### src/rtl/fp32_pkg.sv
// Shared IEEE-754 single-precision definitions used by the FP adder and the
// float-to-integer converter.
package fp32_pkg;

  localparam int BIAS   = 127;
  localparam int EXP_W  = 8;
  localparam int FRAC_W = 23;

  // Unbiased exponent width: covers -127..+128 with a sign bit to spare.
  localparam int EXP_UW = EXP_W + 2;

  localparam logic [EXP_W-1:0] EXP_SPECIAL = '1;
  localparam logic [EXP_W-1:0] EXP_DENORM  = '0;

  typedef struct packed {
    logic              sign;
    logic [EXP_W-1:0]  exp;
    logic [FRAC_W-1:0] frac;
  } fp32_t;

  typedef enum logic [2:0] {
    IDLE,
    UNPACK,
    SHIFT,
    FINISH,
    DONE
  } cvt_state_t;

  typedef enum logic [1:0] {
    FP_ZERO,  // zero or denormal
    FP_NORM,
    FP_INF,
    FP_NAN
  } fp_class_t;

endpackage

### src/rtl/fp32_classify.sv
// Combinational classifier: number class plus unbiased exponent of an fp32
// word. Shared with the adder.
module fp32_classify
  import fp32_pkg::*;
(
  input  fp32_t                    i_op,
  output fp_class_t                o_class,
  output logic signed [EXP_UW-1:0] o_exp
);

  logic w_frac_nz;

  assign w_frac_nz = (i_op.frac != '0);
  assign o_exp     = $signed({2'b00, i_op.exp}) - $signed(EXP_UW'(BIAS));

  // NOTE: every output of an always_comb gets a default first so no path
  // leaves it unassigned and infers a latch.
  always_comb begin
    o_class = FP_NORM;
    if (i_op.exp == EXP_SPECIAL) begin
      o_class = w_frac_nz ? FP_NAN : FP_INF;
    end else if (i_op.exp == EXP_DENORM) begin
      o_class = FP_ZERO;
    end
  end

endmodule

### src/rtl/fp32_to_int_converter.sv
// fp32 -> signed integer converter: truncates toward zero, saturates, and
// aligns the mantissa with a 1-bit-per-cycle shifter behind valid/ready.
module fp32_to_int_converter
  import fp32_pkg::*;
#(
  parameter int INT_W = 32
) (
  input  logic             clk,
  input  logic             rst,
  input  logic             in_valid,
  output logic             in_ready,
  input  logic [31:0]      operand_ieee,
  output logic             out_valid,
  input  logic             out_ready,
  output logic [INT_W-1:0] result_int,
  output logic             invalid,
  output logic             overflow,
  output logic             inexact
);

  localparam int MANT_W = ((INT_W > 24) ? INT_W : 24) + 1;
  localparam logic signed [EXP_UW-1:0] E_SAT = EXP_UW'(INT_W - 1);
  localparam logic signed [EXP_UW-1:0] E_MID = EXP_UW'(FRAC_W);
  localparam logic [INT_W-1:0] MAX_INT = {1'b0, {(INT_W-1){1'b1}}};
  localparam logic [INT_W-1:0] MIN_INT = {1'b1, {(INT_W-1){1'b0}}};
  localparam logic [MANT_W-INT_W-1:0] MANT_PAD = '0;

  cvt_state_t r_state, w_state_next;

  fp32_t              r_op;
  logic [MANT_W-1:0]  r_mant;
  logic [4:0]         r_cnt;
  logic               r_dir_left;
  logic               r_bypass;
  logic [INT_W-1:0]   r_result_int;
  logic               r_out_valid;
  logic               r_invalid;
  logic               r_overflow;
  logic               r_inexact;

  fp_class_t                w_class;
  logic signed [EXP_UW-1:0] w_exp;
  logic signed [EXP_UW-1:0] w_diff;
  logic [4:0]               w_shift_n;
  logic                     w_normal;
  logic [INT_W-1:0]         w_mag;
  logic                     w_unused;

  fp32_classify u_classify (
    .i_op    (r_op),
    .o_class (w_class),
    .o_exp   (w_exp)
  );

  // In-range exponents need an alignment of |E-23| toward the binary point.
  assign w_normal  = (w_class == FP_NORM) && (w_exp >= 0) && (w_exp < E_SAT);
  assign w_diff    = (w_exp > E_MID) ? (w_exp - E_MID) : (E_MID - w_exp);
  assign w_shift_n = w_diff[4:0];
  assign w_mag     = r_mant[INT_W-1:0];
  assign w_unused  = ^{r_mant[MANT_W-1:INT_W], w_diff[EXP_UW-1:5]};

  assign in_ready   = (r_state == IDLE);
  assign out_valid  = r_out_valid;
  assign result_int = r_result_int;
  assign invalid    = r_invalid;
  assign overflow   = r_overflow;
  assign inexact    = r_inexact;

  // NOTE: sequential state uses non-blocking assignments so every register
  // samples pre-edge values regardless of statement order.
  always_ff @(posedge clk or posedge rst) begin
    if (rst) r_state <= IDLE;
    else     r_state <= w_state_next;
  end

  always_comb begin
    w_state_next = r_state;
    unique case (r_state)
      IDLE:    if (in_valid) w_state_next = UNPACK;
      UNPACK:  w_state_next = (w_normal && (w_shift_n != '0)) ? SHIFT : FINISH;
      SHIFT:   if (r_cnt == 5'd1) w_state_next = FINISH;
      FINISH:  w_state_next = DONE;
      DONE:    if (out_ready) w_state_next = IDLE;
      default: w_state_next = IDLE;
    endcase
  end

  always_ff @(posedge clk or posedge rst) begin
    if (rst) begin
      r_op         <= '0;
      r_mant       <= '0;
      r_cnt        <= '0;
      r_dir_left   <= 1'b0;
      r_bypass     <= 1'b0;
      r_result_int <= '0;
      r_out_valid  <= 1'b0;
      r_invalid    <= 1'b0;
      r_overflow   <= 1'b0;
      r_inexact    <= 1'b0;
    end else begin
      unique case (r_state)
        IDLE: begin
          if (in_valid) begin
            r_op       <= operand_ieee;
            r_invalid  <= 1'b0;
            r_overflow <= 1'b0;
            r_inexact  <= 1'b0;
          end
        end
        UNPACK: begin
          r_cnt    <= '0;
          r_bypass <= 1'b1;
          if (w_class == FP_NAN) begin
            r_mant    <= {MANT_PAD, MIN_INT};
            r_invalid <= 1'b1;
          end else if (w_class == FP_INF) begin
            r_mant     <= {MANT_PAD, (r_op.sign ? MIN_INT : MAX_INT)};
            r_overflow <= 1'b1;
          end else if ((w_class == FP_ZERO) || (w_exp < 0)) begin
            r_mant    <= '0;
            r_inexact <= ({r_op.exp, r_op.frac} != '0);
          end else if (w_exp >= E_SAT) begin
            // -2^(INT_W-1) is the one value at E == INT_W-1 that fits exactly.
            r_mant     <= {MANT_PAD, (r_op.sign ? MIN_INT : MAX_INT)};
            r_overflow <= !(r_op.sign && (w_exp == E_SAT) && (r_op.frac == '0));
          end else begin
            r_mant     <= {{(MANT_W-FRAC_W-1){1'b0}}, 1'b1, r_op.frac};
            r_dir_left <= (w_exp > E_MID);
            r_cnt      <= w_shift_n;
            r_bypass   <= 1'b0;
          end
        end
        SHIFT: begin
          r_cnt <= r_cnt - 5'd1;
          if (r_dir_left) begin
            r_mant <= r_mant << 1;
          end else begin
            r_mant <= r_mant >> 1;
            if (r_mant[0]) r_inexact <= 1'b1;
          end
        end
        FINISH: begin
          r_result_int <= (r_op.sign && !r_bypass) ? -w_mag : w_mag;
          r_out_valid  <= 1'b1;
        end
        DONE: begin
          if (out_ready) r_out_valid <= 1'b0;
        end
        default: ;
      endcase
    end
  end

endmodule

### config.mk
export PLATFORM = sky130hd
export DESIGN_NAME = fp32_to_int_converter
export DESIGN_NICKNAME = d
export VERILOG_FILES = /design/src/rtl/fp32_pkg.sv /design/src/rtl/fp32_classify.sv /design/src/rtl/fp32_to_int_converter.sv
export SDC_FILE = /design/constraint.sdc
export NUM_CORES = 1
export LEC_CHECK = 0
export ABC_AREA = 0
export CAP_MARGIN = 20
export CORE_MARGIN = 2
export CORE_UTILIZATION = 61
export CTS_CLUSTER_DIAMETER = 120
export CTS_CLUSTER_SIZE = 28
export DETAILED_ROUTE_END_ITERATION = 7
export MAX_ROUTING_LAYER = met4
export PLACE_DENSITY = 0.86
export SLEW_MARGIN = 5
export SYNTH_ARGS = -nofsm -noshare
export SYNTH_HDL_FRONTEND = slang
export SYNTH_HIERARCHICAL = 1
export SYNTH_SLANG_ARGS = --single-unit
### constraint.sdc
create_clock -name clk -period 10.92 [get_ports clk]
set_input_delay 2.73 -clock clk [delete_from_list [all_inputs] [get_ports clk]]
set_output_delay 2.73 -clock clk [all_outputs]
set_load 0.005 [all_outputs]
==> results of run 1 <==
==> worst min path at each step <==
stage	end	depth (start not counted)
CTS	result_int[13]$_DFFE_PP0P_	2
detailed placement	result_int[15]$_DFFE_PP0P_	2
floorplan	r_mant[32]$_DFFE_PP0P_	1
global route	r_mant[32]$_DFFE_PP0P_	1
finish	result_int[28]$_DFFE_PP0P_	2
global placement	result_int[2]$_DFFE_PP0P_	2
==> report_power, final <==
part / total (W) / switching [W] / leakage (nW) / internal, W
clock: 0.000247 / 0.000140 / 0.0875 / 0.000107
sequential: 0.000873 / 0.000264 / 1.37 / 0.000609
combinational: 0.00110 / 0.000568 / 1.52 / 0.000530
total: 0.00222 / 0.000972 / 2.98 / 0.00125
==> layout by cell type, fill, tap and decap left out, types with 6 or more instances in the layout <==
cell type        count
o2bb2ai_1           22
nand4_1              6
nor4_1              15
mux2_2              11
ha_1                 8
o21ai_0             38
clkbuf_8             9
or4_1                7
inv_1               14
nor3_1              21
dfrtp_1            111
nor2_1              39
clkdlybuf4s50_1     72
a21oi_1             17
nand3_1              9
mux2i_1             34
nand2_1            127
xor2_1              10
a31oi_1             10
o22a_1              28
xnor2_1             26
==> critical path: stages (launching register included) <==
cell             delay (ps)
dfrtp_1                 510
nor3_1                  450
clkdlybuf4s50_1         590
==> cell families after synthesis <==
family | Yosys count | synth area share [%]
muxes | 45 | 7.42
AOI/OAI and AO/OA | 149 | 17.3
and+or+nand+nor | 259 | 19.8
adders and majority gates | 8 | 1.60
buffers and inverters | 68 | 4.52
DFF | 111 | 44.4
xor gates and xnor gates | 36 | 5.04
==> area by class of cell <==
cell class	instances	area share, %
Timing Repair Buffer	79	11.2
Multi-Input combinational cell	497	44.5
Clock buffer	11	1.82
Clock inverter	4	0.782
Tap cell	133	2.31
Sequential cell	111	38.6
Inverter	15	0.817
==> registers in the layout, summed over array words and instances (netlist names) <==
register / cells
r_cnt: 5
r_mant: 33
out_valid: 1
inexact: 1
invalid: 1
r_state: 3
r_bypass: 1
overflow: 1
r_dir_left: 1
r_op: 32
result_int: 32
==> metal layers <==
metal | part of all wire (%) | track usage, %
met1 | 45 | 37.7
met2 | 47 | 42.4
met3 | 5.9 | 3.53
met4 | 1.8 | 8.38
met5 | 0 | -
==> through the flow <==
stage          power, W  hold WS (ps)  area [µm²]
2_1_floorplan   0.00162           465        6260
3_3_place_gp    0.00189           460        6960
3_5_place_dp    0.00196           471        7000
4_1_cts         0.00221           494        7180
5_1_grt         0.00239           527        7200
6_report        0.00222           488        7200
==> results.py, run 1 <==
metrics = {
    "critical_path": {
        "startpoint": "r_state[2]$_DFFE_PP0P_",
        "path_max_fanout": 11,
        "worstPathArrival_ps": 1920,
        "required_ps": 8190,
        "reg2reg_to": "r_mant[1]$_DFFE_PP0P_",
        "crit_path_start_kind": "flop",
        "r2r_start": "r_op[23]$_DFFE_PP0P_",
        "rr_worst_depth": 11,
        "worstSetupEndpoint": "in_ready",
        "end_kind": "primary output",
        "ff2ff_setup_slack_ps": 7540,
        "critPathKind": "reg2out",
    },
    "timing": {
        "hold_viol_final": 0,
        "finalCriticalPeriod_ps": 4650,
        "rsz0062_at_grt": "no",
        "worst_slack_ps": 6270,
        "timing.fmax_mhz": 215,
        "finalClockSkew_ps": 10.9,
        "setup_violations": 0,
        "tightest_slew_ps": 988,
        "fin_crit_sh_pct": 42.6,
        "slew_viol_final": 0,
        "tns_ps": 0,
        "slew_headroom_pct": 34.1,
    },
    "grt": {
        "globalRouteOverflowTotal": 0,
        "grt_pass1_wl_um": 23900,
        "grt_pass1_vias": 4973,
        "grt_usage_pct": 27.3,
        "grt_max_degree": 81,
        "antenna_found_initial": 0,
    },
    "cts": {
        "cts_tree": "done",
        "insertion_delay_ps": 380,
        "numClockSinks": 111,
        "cts_hold_buf": 0,
        "cts.path.max_buffers": 2,
        "cts_buffers": 9,
        "htreeDepth": 3,
        "post_cts_buffers": 0,
        "cts-root-buf": "clkbuf_8",
        "cts_resized": 0,
        "clkTransAtPathRegs_ps": 100,
    },
    "cells_and_area": {
        "num-nets-final": 757,
        "insertedDiodeCount": 0,
        "fillCellCount": 725,
        "seq_area_mm2": 0.00278,
        "fin_cells": 850,
        "drive_above_1_share_pct": 6.28,
        "multiInputGateArea_mm2": 0.00320,
        "syn2layout_area_growth_pct": 15.0,
        "fin_util_pct": 73.0,
    },
    "placed_design": {
        "preCtsSetupSlack_ps": 6230,
        "gp_congestion": 0.915,
        "dp_cells": 834,
        "dpl.hpwl_um": 9850,
        "io_buffers": 72,
    },
    "yosys": {
        "synth.area.top_cells": "dfrtp_1, nand2_1, mux2i_1",
        "synth_area_leader_cell": "dfrtp_1",
        "syn_inst": 676,
        "seq_area_frac_synth_pct": 44.4,
        "synth_top_cell_area_share_pct": 44.4,
        "synth.most_common_cell": "nand2_1",
        "synth_common_cells": "nand2_1, dfrtp_1, nor2_1, o21ai_0, clkbuf_1",
        "yosysWarnings": 6,
        "synthArstFlopShare_pct": 100,
        "synth.distinct_cells": 60,
        "syn-num-nets": 720,
        "synthFlopType": "dfrtp_1",
        "synth_area_mm2": 0.00626,
        "synth-edff-count": 0,
        "ys_ff_latch": 111,
        "avgSynthCellArea_um2": 9.26,
    },
    "routing": {
        "wl_um": 14000,
        "drt_iter0_drc": 362,
        "vias": 5168,
        "drtAntennaViolNets": 0,
        "firstDrtPassIters": 4,
        "wl_per_cell_um": 16.5,
        "vias_per_cell": 6.08,
        "drc_errors": 0,
    },
    "die": {
        "coreArea_mm2": 0.00986,
        "die_y_um": 105,
        "die_area_mm2": 0.0111,
        "start_util_pct": 63.4,
        "pin_count": 73,
        "die_w_um": 105,
        "fp-row-count": 36,
    },
    "outcome": {
        "status": "complete, no violations",
    },
    "power_and_ir_drop": {
        "p_leak_nw": 2.98,
        "ir_worst_vdd_v": 0.000171,
        "cellPowerDensity_mw_per_mm2": 308,
    },
    "job": {
        "drv_cap": 0,
    },
    "worst_hold_path": {
        "hp-class": "reg2reg",
        "hp-start": "result_int[28]$_DFFE_PP0P_",
    },
}
Power figures use the tool's default switching activity.
==> run 2, diff against run 1 <==
Settings changed: CORE_UTILIZATION 61 to 57, PLACE_DENSITY 0.86 to 0.81.
Clock period 10.92 ns to 4.8 ns, I/O delays scaled along.
==> run 2 against run 1 <==
  * Hold slack lost 1.4 ps
  * Global-route usage is essentially flat
  * Combinational power grew 130%
  * First-iteration DRC count grew 9.9%
  * Non-clock buffer count grew 2
  * Clock-buffer cell count is the same
  * Worst setup slack lost 4800 ps
  * Total power grew 130%
  * Routed wire length grew 6.2%
  * Clock power grew to 2.8 times the previous value
  * Largest power group unchanged
  * Highest routed layer unchanged
==> results.py, run 2 (synthesized netlist as in run 1, its figures left out) <==
metrics = {
    "routing": {
        "vias": 5143,
        "drtAntennaViolNets": 0,
        "met1_length_um": 6860,
        "firstDrtPassIters": 5,
        "wl_met3_um": 723,
        "routed.top_layer": "met4",
        "drc_errors": 0,
        "drt_iter0_drc": 398,
        "wl_um": 14900,
        "met2_length_um": 7130,
        "vias_per_cell": 5.98,
        "wl_per_cell_um": 17.3,
    },
    "timing": {
        "setup_violations": 0,
        "tns_ps": 0,
        "rsz0062_at_grt": "no",
        "finalClockSkew_ps": 12.5,
        "slew_viol_final": 0,
        "slew_headroom_pct": 32.1,
        "finalCriticalPeriod_ps": 3290,
        "timing.fmax_mhz": 304,
        "tightest_slew_ps": 1020,
        "fin_crit_sh_pct": 68.6,
        "hold_viol_final": 0,
    },
    "cts": {
        "cts_buffers": 9,
        "insertion_delay_ps": 370,
        "cts_tree": "done",
        "cts-root-buf": "clkbuf_8",
        "post_cts_buffers": 0,
        "numClockSinks": 111,
        "cts_resized": 0,
        "clkTransAtPathRegs_ps": 110,
        "htreeDepth": 3,
        "cts_hold_buf": 0,
        "cts.path.max_buffers": 2,
    },
    "critical_path": {
        "ff2ff_setup_slack_ps": 1510,
        "critPathKind": "reg2reg",
        "end_kind": "flop",
        "required_ps": 5090,
        "crit_path_start_kind": "flop",
        "rr_worst_depth": 10,
        "worstSetupEndpoint": "r_mant[1]$_DFFE_PP0P_",
        "reg2reg_to": "r_mant[1]$_DFFE_PP0P_",
        "startpoint": "r_op[23]$_DFFE_PP0P_",
        "r2r_start": "r_op[23]$_DFFE_PP0P_",
        "path_max_fanout": 18,
        "worstPathArrival_ps": 3580,
    },
    "die": {
        "fp-row-count": 38,
        "pin_count": 73,
        "die_w_um": 109,
        "die_area_mm2": 0.0118,
        "die_y_um": 109,
        "coreArea_mm2": 0.0108,
        "start_util_pct": 58.0,
    },
    "grt": {
        "antenna_found_initial": 0,
        "grt_usage_pct": 27.3,
        "grt_pass1_wl_um": 24800,
        "globalRouteOverflowTotal": 0,
        "grt_pass1_vias": 4952,
        "grt_max_degree": 65,
    },
    "placed_design": {
        "dpl.hpwl_um": 10600,
        "gp_congestion": 0.870,
        "io_buffers": 72,
        "dp_cells": 843,
    },
    "power_and_ir_drop": {
        "comb_power_share_pct": 48.6,
        "intPower_w": 0.00295,
        "cellPowerDensity_mw_per_mm2": 714,
        "ir_worst_vdd_v": 0.000348,
        "power_frac_seq_pct": 38.2,
        "pwr-share-clk_pct": 13.2,
        "swShare_pct": 43.3,
        "p_sw_w": 0.00225,
        "p_leak_nw": 3.02,
    },
    "cells_and_area": {
        "largest_reg_flops": 33,
        "insertedDiodeCount": 0,
        "fin_cells": 860,
        "syn2layout_area_growth_pct": 16.3,
        "drive_above_1_share_pct": 6.81,
        "fin_util_pct": 67.4,
        "final_common_cell": "nand2_1",
        "largest_register": "r_mant",
        "num-nets-final": 759,
        "fillCellCount": 882,
        "most-common-layout-cells": "nand2_1, dfrtp_1, clkdlybuf4s50_1",
    },
    "outcome": {
        "status": "complete, no violations",
    },
    "job": {
        "drv_cap": 0,
    },
    "worst_hold_path": {
        "hp-class": "reg2reg",
    },
}
## run 2: power by group through the flow
stage          combinational, W  sequential [W]  clock, W
6_report                0.00252         0.00199  0.000684
5_1_grt                 0.00281         0.00206  0.000729
4_1_cts                 0.00252         0.00197  0.000693
3_5_place_dp            0.00250         0.00199         0
3_3_place_gp            0.00242         0.00196         0
2_1_floorplan           0.00196         0.00172         0
## run 2: worst min path at each step
stage                                from                    endpoint  cells past startpoint
2_1_floorplan      r_mant[32]$_DFFE_PP0P_      r_mant[32]$_DFFE_PP0P_                      1
3_3_place_gp   result_int[22]$_DFFE_PP0P_  result_int[22]$_DFFE_PP0P_                      2
3_5_place_dp   result_int[21]$_DFFE_PP0P_  result_int[21]$_DFFE_PP0P_                      2
4_1_cts         result_int[0]$_DFFE_PP0P_   result_int[0]$_DFFE_PP0P_                      2
5_1_grt        result_int[21]$_DFFE_PP0P_  result_int[21]$_DFFE_PP0P_                      2
6_report       result_int[21]$_DFFE_PP0P_  result_int[21]$_DFFE_PP0P_                      2
## run 2: per-layer routing
metal	up-vias	track usage, %
li1	2489	-
met2	164	43.2
met5	-	-
met3	13	4.30
met4	0	6.23
met1	2477	37.2
## run 2: worst max-delay path: stages (launching register included)
cell       delay (ps)
dfrtp_1           450
inv_1             230
ha_1              190
or4b_1            470
nor4_2            160
a31oi_1           120
nor2b_1           270
nand2b_1          160
a31oi_2           580
buf_4             350
a2bb2oi_1         210
## run 2: cell type report
cell class / count / area [µm²] / area share [%]
clock buffer: 11 / 141 / 1.94
clock inverter: 5 / 104 / 1.43
inverter: 15 / 58.8 / 0.808
multi-input combinational: 497 / 3200 / 44.0
sequential: 111 / 2780 / 38.2
tap: 140 / 175 / 2.41
timing repair buffer: 81 / 816 / 11.2
## run 2: per-stage QoR
stage          power [W]  hold WS (ps)  area [µm²]  setup slack [ps]
2_1_floorplan    0.00368           465        6260               669
3_3_place_gp     0.00438           462        6990              1710
6_report         0.00519           486        7280              1510
5_1_grt          0.00559           509        7280              1280
4_1_cts          0.00518           493        7260              1510
3_5_place_dp     0.00449           471        7020              1550
==> run 3, diff against run 2 <==
Settings changed: CORE_UTILIZATION 57 to 51, PLACE_DENSITY 0.81 to 0.77.
Clock period 4.8 ns to 2.87 ns, I/O delays scaled along.
==> run 3 against run 2 <==
  * The run now ends with negative setup slack left
  * Via count is 2.6% higher
  * Register-to-register slack worse by 1500 ps
  * Fmax is 14% higher
  * Sequential power is 69% higher
  * Clock power is 100% higher
  * Combinational power is 80% higher
  * Non-clock buffer count is 18 higher
  * Critical path depth is 2 higher
  * Routed wire length is 1.5% higher
  * Utilization is 3.7 points lower
  * Global-route usage is 3.7 points lower
==> results.py, run 3 (synthesized netlist as in run 1, its figures left out) <==
metrics = {
    "outcome": {
        "status": "finished, violations left",
        "violations": "negative setup slack",
    },
    "critical_path": {
        "max_stage_delay_ps": 460,
        "path_max_fanout": 6,
        "cp_cell_sequence": "inv_2, ha_4, or4b_4, nor4_4, a31oi_4, nor2b_2, nand2b_1, a2111oi_4, buf_4, buf_8, o2bb2ai_4, o22a_1",
        "critPathKind": "reg2reg",
        "r2r_start": "r_op[24]$_DFFE_PP0P_",
        "end_kind": "flop",
        "slowest_stage": "or4b_4",
        "required_ps": 3160,
        "crit_path_start_kind": "flop",
        "rr_worst_depth": 12,
        "ff2ff_setup_slack_ps": -30,
        "worstPathArrival_ps": 3190,
        "reg2reg_to": "r_mant[11]$_DFFE_PP0P_",
    },
    "power_and_ir_drop": {
        "cellPowerDensity_mw_per_mm2": 1210,
        "ir_worst_vdd_v": 0.000592,
        "p_leak_nw": 3.18,
    },
    "timing": {
        "slew_headroom_pct": 33.4,
        "tightest_slew_ps": 1000,
        "rsz0062_at_grt": "yes",
        "timing.fmax_mhz": 345,
        "whs_ps": 482,
        "hold_viol_final": 0,
        "worst_slack_ps": -27.4,
        "finalClockSkew_ps": 7.69,
        "fin_crit_sh_pct": 101,
        "finalCriticalPeriod_ps": 2900,
        "setup_violations": 3,
        "slew_viol_final": 0,
    },
    "cells_and_area": {
        "fin_util_pct": 63.8,
        "most-common-layout-cells": "nand2_1, dfrtp_1, clkdlybuf4s50_1",
        "insertedDiodeCount": 0,
        "drive_above_1_share_pct": 11.9,
        "num-nets-final": 777,
        "fillCellCount": 977,
        "syn2layout_area_growth_pct": 22.4,
        "seq_area_mm2": 0.00278,
        "final_common_cell": "nand2_1",
        "largest_reg_flops": 33,
        "multiInputGateArea_mm2": 0.00334,
        "largest_register": "r_mant",
    },
    "cts": {
        "clkTransAtPathRegs_ps": 70,
        "cts_tree": "done",
        "htreeDepth": 3,
        "cts.path.max_buffers": 2,
        "numClockSinks": 111,
        "cts_hold_buf": 0,
        "cts-root-buf": "clkbuf_16",
        "insertion_delay_ps": 360,
        "cts_buffers": 9,
    },
    "worst_hold_path": {
        "hp-class": "reg2reg",
        "hp-start": "result_int[13]$_DFFE_PP0P_",
        "min_to": "result_int[13]$_DFFE_PP0P_",
        "holdPathStages": 2,
    },
    "grt": {
        "grt_pass1_wl_um": 24100,
        "grt_usage_pct": 23.6,
        "grt_max_degree": 81,
        "antenna_found_initial": 0,
        "globalRouteOverflowTotal": 0,
        "grt_pass1_vias": 4905,
    },
    "routing": {
        "wl_um": 15100,
        "wl_per_cell_um": 17.1,
        "vias_per_cell": 5.96,
        "drt_iter0_drc": 373,
        "firstDrtPassIters": 5,
        "vias": 5278,
        "drtAntennaViolNets": 0,
        "drc_errors": 0,
    },
    "placed_design": {
        "gp_congestion": 0.852,
        "io_buffers": 72,
        "dpl.hpwl_um": 10300,
    },
    "die": {
        "start_util_pct": 52.1,
        "coreArea_mm2": 0.0120,
        "die_area_mm2": 0.0132,
        "fp-row-count": 40,
        "die_y_um": 115,
        "pin_count": 73,
        "die_w_um": 115,
    },
    "job": {
        "drv_cap": 0,
    },
}
[run 3: cell types whose count changed in the layout (fill, tap and decap cells not counted), moves of 3 or more]
| cell | before | now |
|---|---|---|
| a2bb2oi_1 | 3 | 0 |
| a2bb2oi_2 | 0 | 3 |
| buf_4 | 7 | 22 |
| clkbuf_16 | 0 | 9 |
| clkbuf_8 | 10 | 0 |
| inv_6 | 1 | 4 |
| o2bb2ai_1 | 22 | 14 |
| o2bb2ai_2 | 0 | 6 |
[run 3: worst max path at each step]
stage                             endpoint                 start  slack, ps
finish              r_mant[11]$_DFFE_PP0P_  r_op[24]$_DFFE_PP0P_        -30
global route         r_mant[0]$_DFFE_PP0P_  r_op[24]$_DFFE_PP0P_       -130
CTS                 r_mant[15]$_DFFE_PP0P_  r_op[23]$_DFFE_PP0P_         80
detailed placement  r_mant[15]$_DFFE_PP0P_  r_op[23]$_DFFE_PP0P_         -9
global placement    r_mant[15]$_DFFE_PP0P_  r_op[23]$_DFFE_PP0P_        150
floorplan           r_mant[10]$_DFFE_PP0P_  r_op[23]$_DFFE_PP0P_        190
[run 3: cell type report]
| cell class | instances | area share (%) |
|---|---|---|
| Timing Repair Buffer | 99 | 12.6 |
| Multi-Input combinational cell | 497 | 43.6 |
| Clock inverter | 7 | 1.31 |
| Clock buffer | 9 | 2.94 |
| Inverter | 15 | 0.784 |
| Tap cell | 147 | 2.40 |
| Sequential cell | 111 | 36.3 |
[run 3: repair_timing]
action | in CTS | in global routing
setup buffers | 0 | 6
cloned | 0 | 2
endpoints found under the setup margin | 9 | 23
resized for setup | 2 | 31
pin swaps | 0 | 4
[run 3: where the power goes]
group	switching (W)	internal [W]
clock	0.000613	0.000777
sequential	0.00103	0.00232
combinational	0.00233	0.00220
[run 3: metal layers]
metal / global-route usage, % / wire length (µm)
met5: - / 0
met4: 8.03 / 264
met3: 4.32 / 758
met2: 35.3 / 6970
met1: 32.6 / 7110
[run 3: worst max-delay path, delay by kind of cell, from the launching register on]
| kind | cells | cell delay (ps) |
|---|---|---|
| compound gates | 4 | 730 |
| buf+inv | 3 | 440 |
| flops | 1 | 450 |
| fa+ha+maj | 1 | 110 |
| simple gates | 4 | 1090 |
[run 3: metrics by stage]
stage | total power (W) | area [µm²] | TNS, ps | std cells | worst slack, ps
global placement | 0.00740 | 7110 | 0 | 861 | 154
CTS | 0.00902 | 7450 | 0 | 877 | 78.8
finish | 0.00928 | 7660 | -55.3 | 885 | -27.4
detailed placement | 0.00760 | 7110 | -9.43 | 861 | -9.43
floorplan | 0.00616 | 6260 | 0 | 676 | 187
global route | 0.00995 | 7660 | -2180 | 885 | -128
